--- config.mk ---
export PLATFORM = sky130hd
export DESIGN_NAME = cache_arbiter_flat
export DESIGN_NICKNAME = d
export VERILOG_FILES = /design/src/rtl/cache_arbiter_if.sv /design/src/rtl/cache_arbiter.sv /design/src/flat_wrapper.sv
export SDC_FILE = /design/constraint.sdc
export NUM_CORES = 1
export LEC_CHECK = 0
export CAP_MARGIN = 40
export CORE_AREA = 2 2 546 548
export DETAILED_ROUTE_END_ITERATION = 12
export DIE_AREA = 0 0 548 550
export PLACE_DENSITY = 0.34
export SYNTH_ARGS = -nofsm -noshare
export SYNTH_HDL_FRONTEND = slang
export SYNTH_SLANG_ARGS = --single-unit
--- constraint.sdc ---
create_clock -name clk -period 3.6 [get_ports clk]
set_clock_uncertainty 0.15 [all_clocks]
set_input_delay 0.72 -clock clk [delete_from_list [all_inputs] [get_ports clk]]
set_output_delay 0.72 -clock clk [all_outputs]
set_load 0.03 [all_outputs]
--- src/rtl/cache_arbiter_if.sv ---
// Bus bundle between the I/D cache miss paths, the arbiter and the cacheline adaptor.
// The slave modport is the arbiter's view; master is the cache/memory environment.
interface cache_arbiter_if #(
    parameter int LINE_W = 256,
    parameter int ADDR_W = 32
);
    logic              i_read;
    logic [ADDR_W-1:0] i_addr;
    logic [LINE_W-1:0] i_rdata;
    logic              i_resp;

    logic              d_read;
    logic              d_write;
    logic [ADDR_W-1:0] d_addr;
    logic [LINE_W-1:0] d_wdata;
    logic [LINE_W-1:0] d_rdata;
    logic              d_resp;

    logic              pmem_read;
    logic              pmem_write;
    logic [ADDR_W-1:0] pmem_addr;
    logic [LINE_W-1:0] pmem_wdata;
    logic [LINE_W-1:0] pmem_rdata;
    logic              pmem_resp;

    modport slave (
        input  i_read, i_addr,
        output i_rdata, i_resp,
        input  d_read, d_write, d_addr, d_wdata,
        output d_rdata, d_resp,
        output pmem_read, pmem_write, pmem_addr, pmem_wdata,
        input  pmem_rdata, pmem_resp
    );

    modport master (
        output i_read, i_addr,
        input  i_rdata, i_resp,
        output d_read, d_write, d_addr, d_wdata,
        input  d_rdata, d_resp,
        input  pmem_read, pmem_write, pmem_addr, pmem_wdata,
        output pmem_rdata, pmem_resp
    );
endinterface

--- src/rtl/cache_arbiter.sv ---
// Shares the physical-memory port between I-cache and D-cache, one line transaction at a time.
// CACHE_ARB_RR_EN: simultaneous I/D requests alternate against last_grant instead of D-first.
//
// state | meaning
// IDLE  | no memory request; arbitrate and latch the winner's request
// GNT_I | memory transaction in flight for the I-cache
// GNT_D | memory transaction in flight for the D-cache
// DONE  | one-cycle cooldown so the served cache can drop its request
module cache_arbiter #(
    parameter int LINE_W = 256,
    parameter int ADDR_W = 32
) (
    input  logic           clk,
    input  logic           rst,
    cache_arbiter_if.slave bus
);
    localparam logic [1:0] IDLE  = 2'd0;
    localparam logic [1:0] GNT_I = 2'd1;
    localparam logic [1:0] GNT_D = 2'd2;
    localparam logic [1:0] DONE  = 2'd3;

    logic [1:0]        state;
    logic [1:0]        state_nxt;
    logic              last_d;
    logic              op_write;
    logic [ADDR_W-1:0] addr_q;
    logic [LINE_W-1:0] wdata_q;
    logic              d_req;
    logic              grant_d;
    logic              grant_i;
    logic              busy;

    always_comb begin
        d_req = bus.d_read | bus.d_write;
`ifdef CACHE_ARB_RR_EN
        grant_d = d_req & (~bus.i_read | ~last_d);
`else
        grant_d = d_req;
`endif
        grant_i = bus.i_read & ~grant_d;
    end

`ifndef CACHE_ARB_RR_EN
    // last_grant is still tracked in the fixed-priority build but has no consumer.
    logic last_d_unused;
    assign last_d_unused = last_d;
`endif

    always_comb begin
        state_nxt = state;
        case (state)
            IDLE: begin
                if (grant_d)      state_nxt = GNT_D;
                else if (grant_i) state_nxt = GNT_I;
            end
            GNT_I, GNT_D: begin
                if (bus.pmem_resp) state_nxt = DONE;
            end
            default: state_nxt = IDLE;
        endcase
    end

    always_ff @(posedge clk or negedge rst) begin
        if (!rst) begin
            state    <= IDLE;
            last_d   <= 1'b0;
            op_write <= 1'b0;
            addr_q   <= '0;
            wdata_q  <= '0;
        end else begin
            state <= state_nxt;
            if (state == IDLE) begin
                if (grant_d) begin
                    addr_q   <= bus.d_addr;
                    wdata_q  <= bus.d_wdata;
                    op_write <= bus.d_write;
                end else if (grant_i) begin
                    addr_q   <= bus.i_addr;
                    op_write <= 1'b0;
                end
            end
            if (busy && bus.pmem_resp) last_d <= (state == GNT_D);
        end
    end

    // Memory side sees only registered values, so requester changes mid-grant are invisible.
    assign busy           = (state == GNT_I) || (state == GNT_D);
    assign bus.pmem_read  = busy & ~op_write;
    assign bus.pmem_write = busy & op_write;
    assign bus.pmem_addr  = addr_q;
    assign bus.pmem_wdata = wdata_q;

    assign bus.i_resp  = (state == GNT_I) & bus.pmem_resp;
    assign bus.d_resp  = (state == GNT_D) & bus.pmem_resp;
    assign bus.i_rdata = bus.i_resp ? bus.pmem_rdata : '0;
    assign bus.d_rdata = bus.d_resp ? bus.pmem_rdata : '0;
endmodule

--- src/flat_wrapper.sv ---
// flat-port wrapper written by rule: the top's interface ports become plain ports
module cache_arbiter_flat 
#(
    parameter int LINE_W = 256,
    parameter int ADDR_W = 32
)
  (clk, rst, bus_i_read, bus_i_addr, bus_i_rdata, bus_i_resp, bus_d_read, bus_d_write, bus_d_addr, bus_d_wdata, bus_d_rdata, bus_d_resp, bus_pmem_read, bus_pmem_write, bus_pmem_addr, bus_pmem_wdata, bus_pmem_rdata, bus_pmem_resp);
  cache_arbiter_if #(.LINE_W(LINE_W), .ADDR_W(ADDR_W)) bus_i ();
  input  logic clk;
  input  logic rst;
  input wire logic [$bits(bus_i.i_read)-1:0] bus_i_read;
  input wire logic [$bits(bus_i.i_addr)-1:0] bus_i_addr;
  output wire logic [$bits(bus_i.i_rdata)-1:0] bus_i_rdata;
  output wire logic [$bits(bus_i.i_resp)-1:0] bus_i_resp;
  input wire logic [$bits(bus_i.d_read)-1:0] bus_d_read;
  input wire logic [$bits(bus_i.d_write)-1:0] bus_d_write;
  input wire logic [$bits(bus_i.d_addr)-1:0] bus_d_addr;
  input wire logic [$bits(bus_i.d_wdata)-1:0] bus_d_wdata;
  output wire logic [$bits(bus_i.d_rdata)-1:0] bus_d_rdata;
  output wire logic [$bits(bus_i.d_resp)-1:0] bus_d_resp;
  output wire logic [$bits(bus_i.pmem_read)-1:0] bus_pmem_read;
  output wire logic [$bits(bus_i.pmem_write)-1:0] bus_pmem_write;
  output wire logic [$bits(bus_i.pmem_addr)-1:0] bus_pmem_addr;
  output wire logic [$bits(bus_i.pmem_wdata)-1:0] bus_pmem_wdata;
  input wire logic [$bits(bus_i.pmem_rdata)-1:0] bus_pmem_rdata;
  input wire logic [$bits(bus_i.pmem_resp)-1:0] bus_pmem_resp;
  assign bus_i.i_read = bus_i_read;
  assign bus_i.i_addr = bus_i_addr;
  assign bus_i_rdata = bus_i.i_rdata;
  assign bus_i_resp = bus_i.i_resp;
  assign bus_i.d_read = bus_d_read;
  assign bus_i.d_write = bus_d_write;
  assign bus_i.d_addr = bus_d_addr;
  assign bus_i.d_wdata = bus_d_wdata;
  assign bus_d_rdata = bus_i.d_rdata;
  assign bus_d_resp = bus_i.d_resp;
  assign bus_pmem_read = bus_i.pmem_read;
  assign bus_pmem_write = bus_i.pmem_write;
  assign bus_pmem_addr = bus_i.pmem_addr;
  assign bus_pmem_wdata = bus_i.pmem_wdata;
  assign bus_i.pmem_rdata = bus_pmem_rdata;
  assign bus_i.pmem_resp = bus_pmem_resp;
  cache_arbiter #(.LINE_W(LINE_W), .ADDR_W(ADDR_W)) u_core (.clk(clk), .rst(rst), .bus(bus_i));
endmodule
Word level (Yosys, flattened, before mapping)
Cells that the tools add are included.

word-level totals
  bits in registers = 291
  output and inout port bits = 804
  logic and storage cells = 33

operators by class
  eq/ne operators = 4
  muxes and demuxes = 10
  bitwise logic cells = 8
  reductions and logical operators = 7

operators by type and width
  cell                count
  $mux 256            2
  $mux 32             2
  $mux 2              3
  $reduce_and 2->1    3
  $and 1x1->1         5
  $pmux 2 s2          1
  $ne 3x1->1 const B  1
  $eq 2x1->1 const B  1
  $eq 2x2->1 const B  1
  $logic_not 2->1     1
  $mux 1              2
  $ne 2x2->1 const B  1
  $not 1->1           2
  $reduce_bool 2->1   1
  $reduce_or 2->1     1
  $logic_or 1x1->1    1
  $or 1x1->1          1

Longest topological paths before layout
Gate-level depths: netlist of run 1.

  word-level depth = 6
  gate-level depth with buffers = 7

Worst setup path after synthesis of run 1
OpenSTA, ideal clock, no wires.

  path kind = in2out
  start = input port bus_pmem_resp
  end = output port bus_d_rdata[255]
  cell stages on the path = 4
  data arrival time = 1612 ps
  buffers on the path = 3
  required time = 2730 ps
  setup slack = 1118 ps
  cells stage by stage = buf_2 -> buf_2 -> clkbuf_1 -> and3_1

between the ends
  longest elaborated chain between the ends = 2

RTL lines
  what         line                 text
  from (decl)  flat_wrapper.sv:26   input wire logic [$bits(bus_i.pmem_resp)-1:0] bus_pmem_resp;
  $and 1x1->1  cache_arbiter.sv:94  assign bus.d_resp = (state == GNT_D) & bus.pmem_resp;
  $mux 256     cache_arbiter.sv:96  assign bus.d_rdata = bus.d_resp ? bus.pmem_rdata : '0;
  to (decl)    flat_wrapper.sv:19   output wire logic [$bits(bus_i.d_rdata)-1:0] bus_d_rdata;

Every way passes these cells.

Worst setup path after layout of run 1
  start = register u_core.state[0]
  end = output port bus_d_resp

between the ends
  longest elaborated chain between the ends = 2

RTL lines
  what                    line                 text
  from (decl)             cache_arbiter.sv:22  logic [1:0] state;
  from (signal assigned)  cache_arbiter.sv:71  state <= state_nxt;
  $eq 2x2->1              -
  $and 1x1->1             cache_arbiter.sv:94
  to (decl)               flat_wrapper.sv:20   output wire logic [$bits(bus_i.d_resp)-1:0] bus_d_resp;

Every way passes these cells.

==> results of run 1 <==
report_power, final:
group	internal [mW]	switching, mW
clock network	2.48	1.81
logic	8.43	13.4
registers	4.98	0.938
cell families (layout without fill, tap and decap cells):
group           after synthesis  after routing  synth area share [%]
other cells                   0             24                     0
buf+inv                     154           1541                  5.29
compound gates               37             37                  1.29
flops                       291            291                  48.8
fa+ha+maj                     4              4                 0.336
simple gates                556            556                  22.7
mux                         289            289                  21.5
routing by layer:
metal  vias to the layer above  global-route usage (%)  share of wire (%)
li1                       7543                       -                  -
met2                      1390                    23.3                 43
met4                        32                    1.69                1.8
met1                      8731                    17.3                 39
met5                         -                       0              0.097
met3                       382                    11.1                 17
final timing paths:
kind | start | endpoint | slack (ns) | cells after the start
max in group asynchronous | rst | u_core.bus.pmem_wdata[198]$_DFFE_PN0P_ | 1.90 | 3
worst max register to register | u_core.state[0]$_DFFE_PN0P_ | u_core.bus.pmem_wdata[48]$_DFFE_PN0P_ | 1.25 | 6
min in group asynchronous | rst | u_core.bus.pmem_wdata[96]$_DFFE_PN0P_ | 0.45 | 2
worst min register to register | u_core.bus.pmem_addr[14]$_DFFE_PN0P_ | u_core.bus.pmem_addr[14]$_DFFE_PN0P_ | 0.33 | 2
worst max-delay path | u_core.state[0]$_DFFE_PN0P_ | bus_d_resp | 0.16 | 5
worst min-delay path | u_core.bus.pmem_addr[14]$_DFFE_PN0P_ | u_core.bus.pmem_addr[14]$_DFFE_PN0P_ | 0.33 | 2
placed cells by master, fill, tap and decap left out, types with 3 or more instances in the layout:
cell type and n:
and2_1 3, and3_1 511, buf_12 400, buf_4 154, buf_8 7, bufinv_16 4, clkbuf_1 13, clkbuf_16 41
clkbuf_8 4, clkdlybuf4s50_1 888, clkinv_2 6, dfrtp_1 291, diode_2 24, dlymetal6s2s_1 10, inv_1 3, inv_6 5
mux2_2 256, mux2i_1 32, nand2_1 35, o21ai_0 32
flip-flops by register name (all words and copies together), names as in the netlist:
name                   count
u_core.op_write            1
u_core.state               2
u_core.bus.pmem_addr      32
u_core.bus.pmem_wdata    256
per-stage QoR:
stage	hold slack (ns)	power [mW]
floorplan	0.274	14.9
global placement	0.316	28.0
detailed placement	0.322	28.1
CTS	0.337	32.9
global route	0.354	34.0
finish	0.331	32.0
critical path, stage by stage, from the launching register on:
cell             delay, ns
dfrtp_1               0.42
inv_1                 0.16
ha_4                  0.25
buf_12                0.23
and2_1                0.17
clkdlybuf4s50_1       0.67
area by class of cell:
cell class	instances	area (sq um)	share of cell area, %
well taps	3939	4930	12.7
diodes	24	60.1	0.155
clock inverters	15	194	0.499
clock buffers	58	1130	2.91
repair buffers	1465	18400	47.2
flip-flops and latches	291	7280	18.7
multi-input cells	886	6900	17.7
inverters	3	11.3	0.0290
timing repair:
action	in CTS	in global routing
pin swaps	0	0
setup endpoints to repair	118	10
hold buffers	1	0
buffers inserted	3	0
hold endpoints to repair	39	0
gates resized for setup	5	10
==> reports/results.txt, run 1 <==
Share of layout cells above drive strength 1 - 32.6%
EDFF count, synth - 0
CP arrival - 2.57 ns
Die area - 0.301 sq mm
Drt drc - 0
RePlAce Congestion - 0.915
Pre-CTS setup slack - 0.485 ns
Synthesis-to-finish area growth - 161%
#FFs+latches synth - 291
Clock transition at path regs - 0.06 ns
Synth Flop Type - dfrtp_1
Period minus WS final - 3.44 ns
Cell area after layout - 0.0389 sq mm
Number of hold violations in the final report - 0
DIE WIDTH - 548 um
Synth cell count leaders - and3_1 (512), dfrtp_1 (291), mux2_2 (256), clkbuf_1 (109), nand2_1 (35)
Pin count of the biggest net entering global routing - 112
Mapped cell area - 0.0149 sq mm
Asr flop ratio synth - 100%
TritonCTS Sinks - 291
Placed insts - 6580
Io pins - 1386
Slew at the pin with the worst max-slew slack - 0.956 ns
Clk buf depth - 3
Cell taking the most area after synthesis - dfrtp_1
TritonCTS clock tree - done
Share of the synthesized area in the top cell type - 48.8%
Final setup vio count - 0
Iteration-0 DRC Markers - 942
CORE AREA - 0.296 sq mm
Via density - 2.71
Synth top area cells - dfrtp_1 (49%), and3_1 (21%), mux2_2 (19%)
Sum Neg Setup Slack - 0 ns
FMAX - 0.291 GHz
WP data required - 2.73 ns
Slew headroom - 36.1%
TritonCTS buffer count - 41
Final WS setup - 0.159 ns
Leak pwr - 16.4 nW
Yosys warns - 0
Chip height - 550 um
CP Class - register to output pin
Post-synthesis sequential area ratio - 48.8%
Root Driver - clkbuf_16
Number of core rows - 200
RSZ-0062 raised after global routing - false
Final ANT Viol Nets - 0
PD cells - 824 mW/mm^2
Port bufs - 1385
Max Slew Vio Count - 0
Most numerous cell in the Yosys netlist - and3_1
Initial Util - 5.05%
Clk_lat worst skew - 0.61 ns
Critical Path Start Type - register
Drt pass-1 iters - 5
Maximum fanout along the worst path - 36
Max VDD drop - 453 uV
Worst setup EP type - output pin
Utilization after layout - 13.2%
Vias in the first global route - 18300
Fin nets - 3274
Total grt overflow - 0
Outcome - finished clean
Placed cell area - 0.0374 sq mm
Post-Syn Area per Cell - 11.2 sq um
First-pass GRT wire length - 280000 um
Syn Nets - 1917
Initial antenna violation count - 239
Cells after Synth - 1331
DR vias - 18100
Final wirelength - 237000 um
Fill cells - 33400
MaxCap Viol Count - 0
Routed len/inst - 35.5 um
Non-filler instance count after layout - 6681
Worst Hold Class - register to register
H-tree levels - 2
GRT Total Usage - 15.2%
Final Cycle Share - 95.6%
Dpl hpwl - 215000 um
Yosys cell types - 24
(Power assumes the default switching activity.)
==> run 2, diff against run 1 <==
--- a/config.mk
+++ b/config.mk
@@ -10,6 +10,7 @@
 export DETAILED_ROUTE_END_ITERATION = 12
 export DIE_AREA = 0 0 548 550
 export PLACE_DENSITY = 0.34
+export SLEW_MARGIN = 20
 export SYNTH_ARGS = -nofsm -noshare
 export SYNTH_HDL_FRONTEND = slang
 export SYNTH_SLANG_ARGS = --single-unit
==> results of run 2 <==
Same layout as run 1: the final DEF is identical, and so are final timing and power.
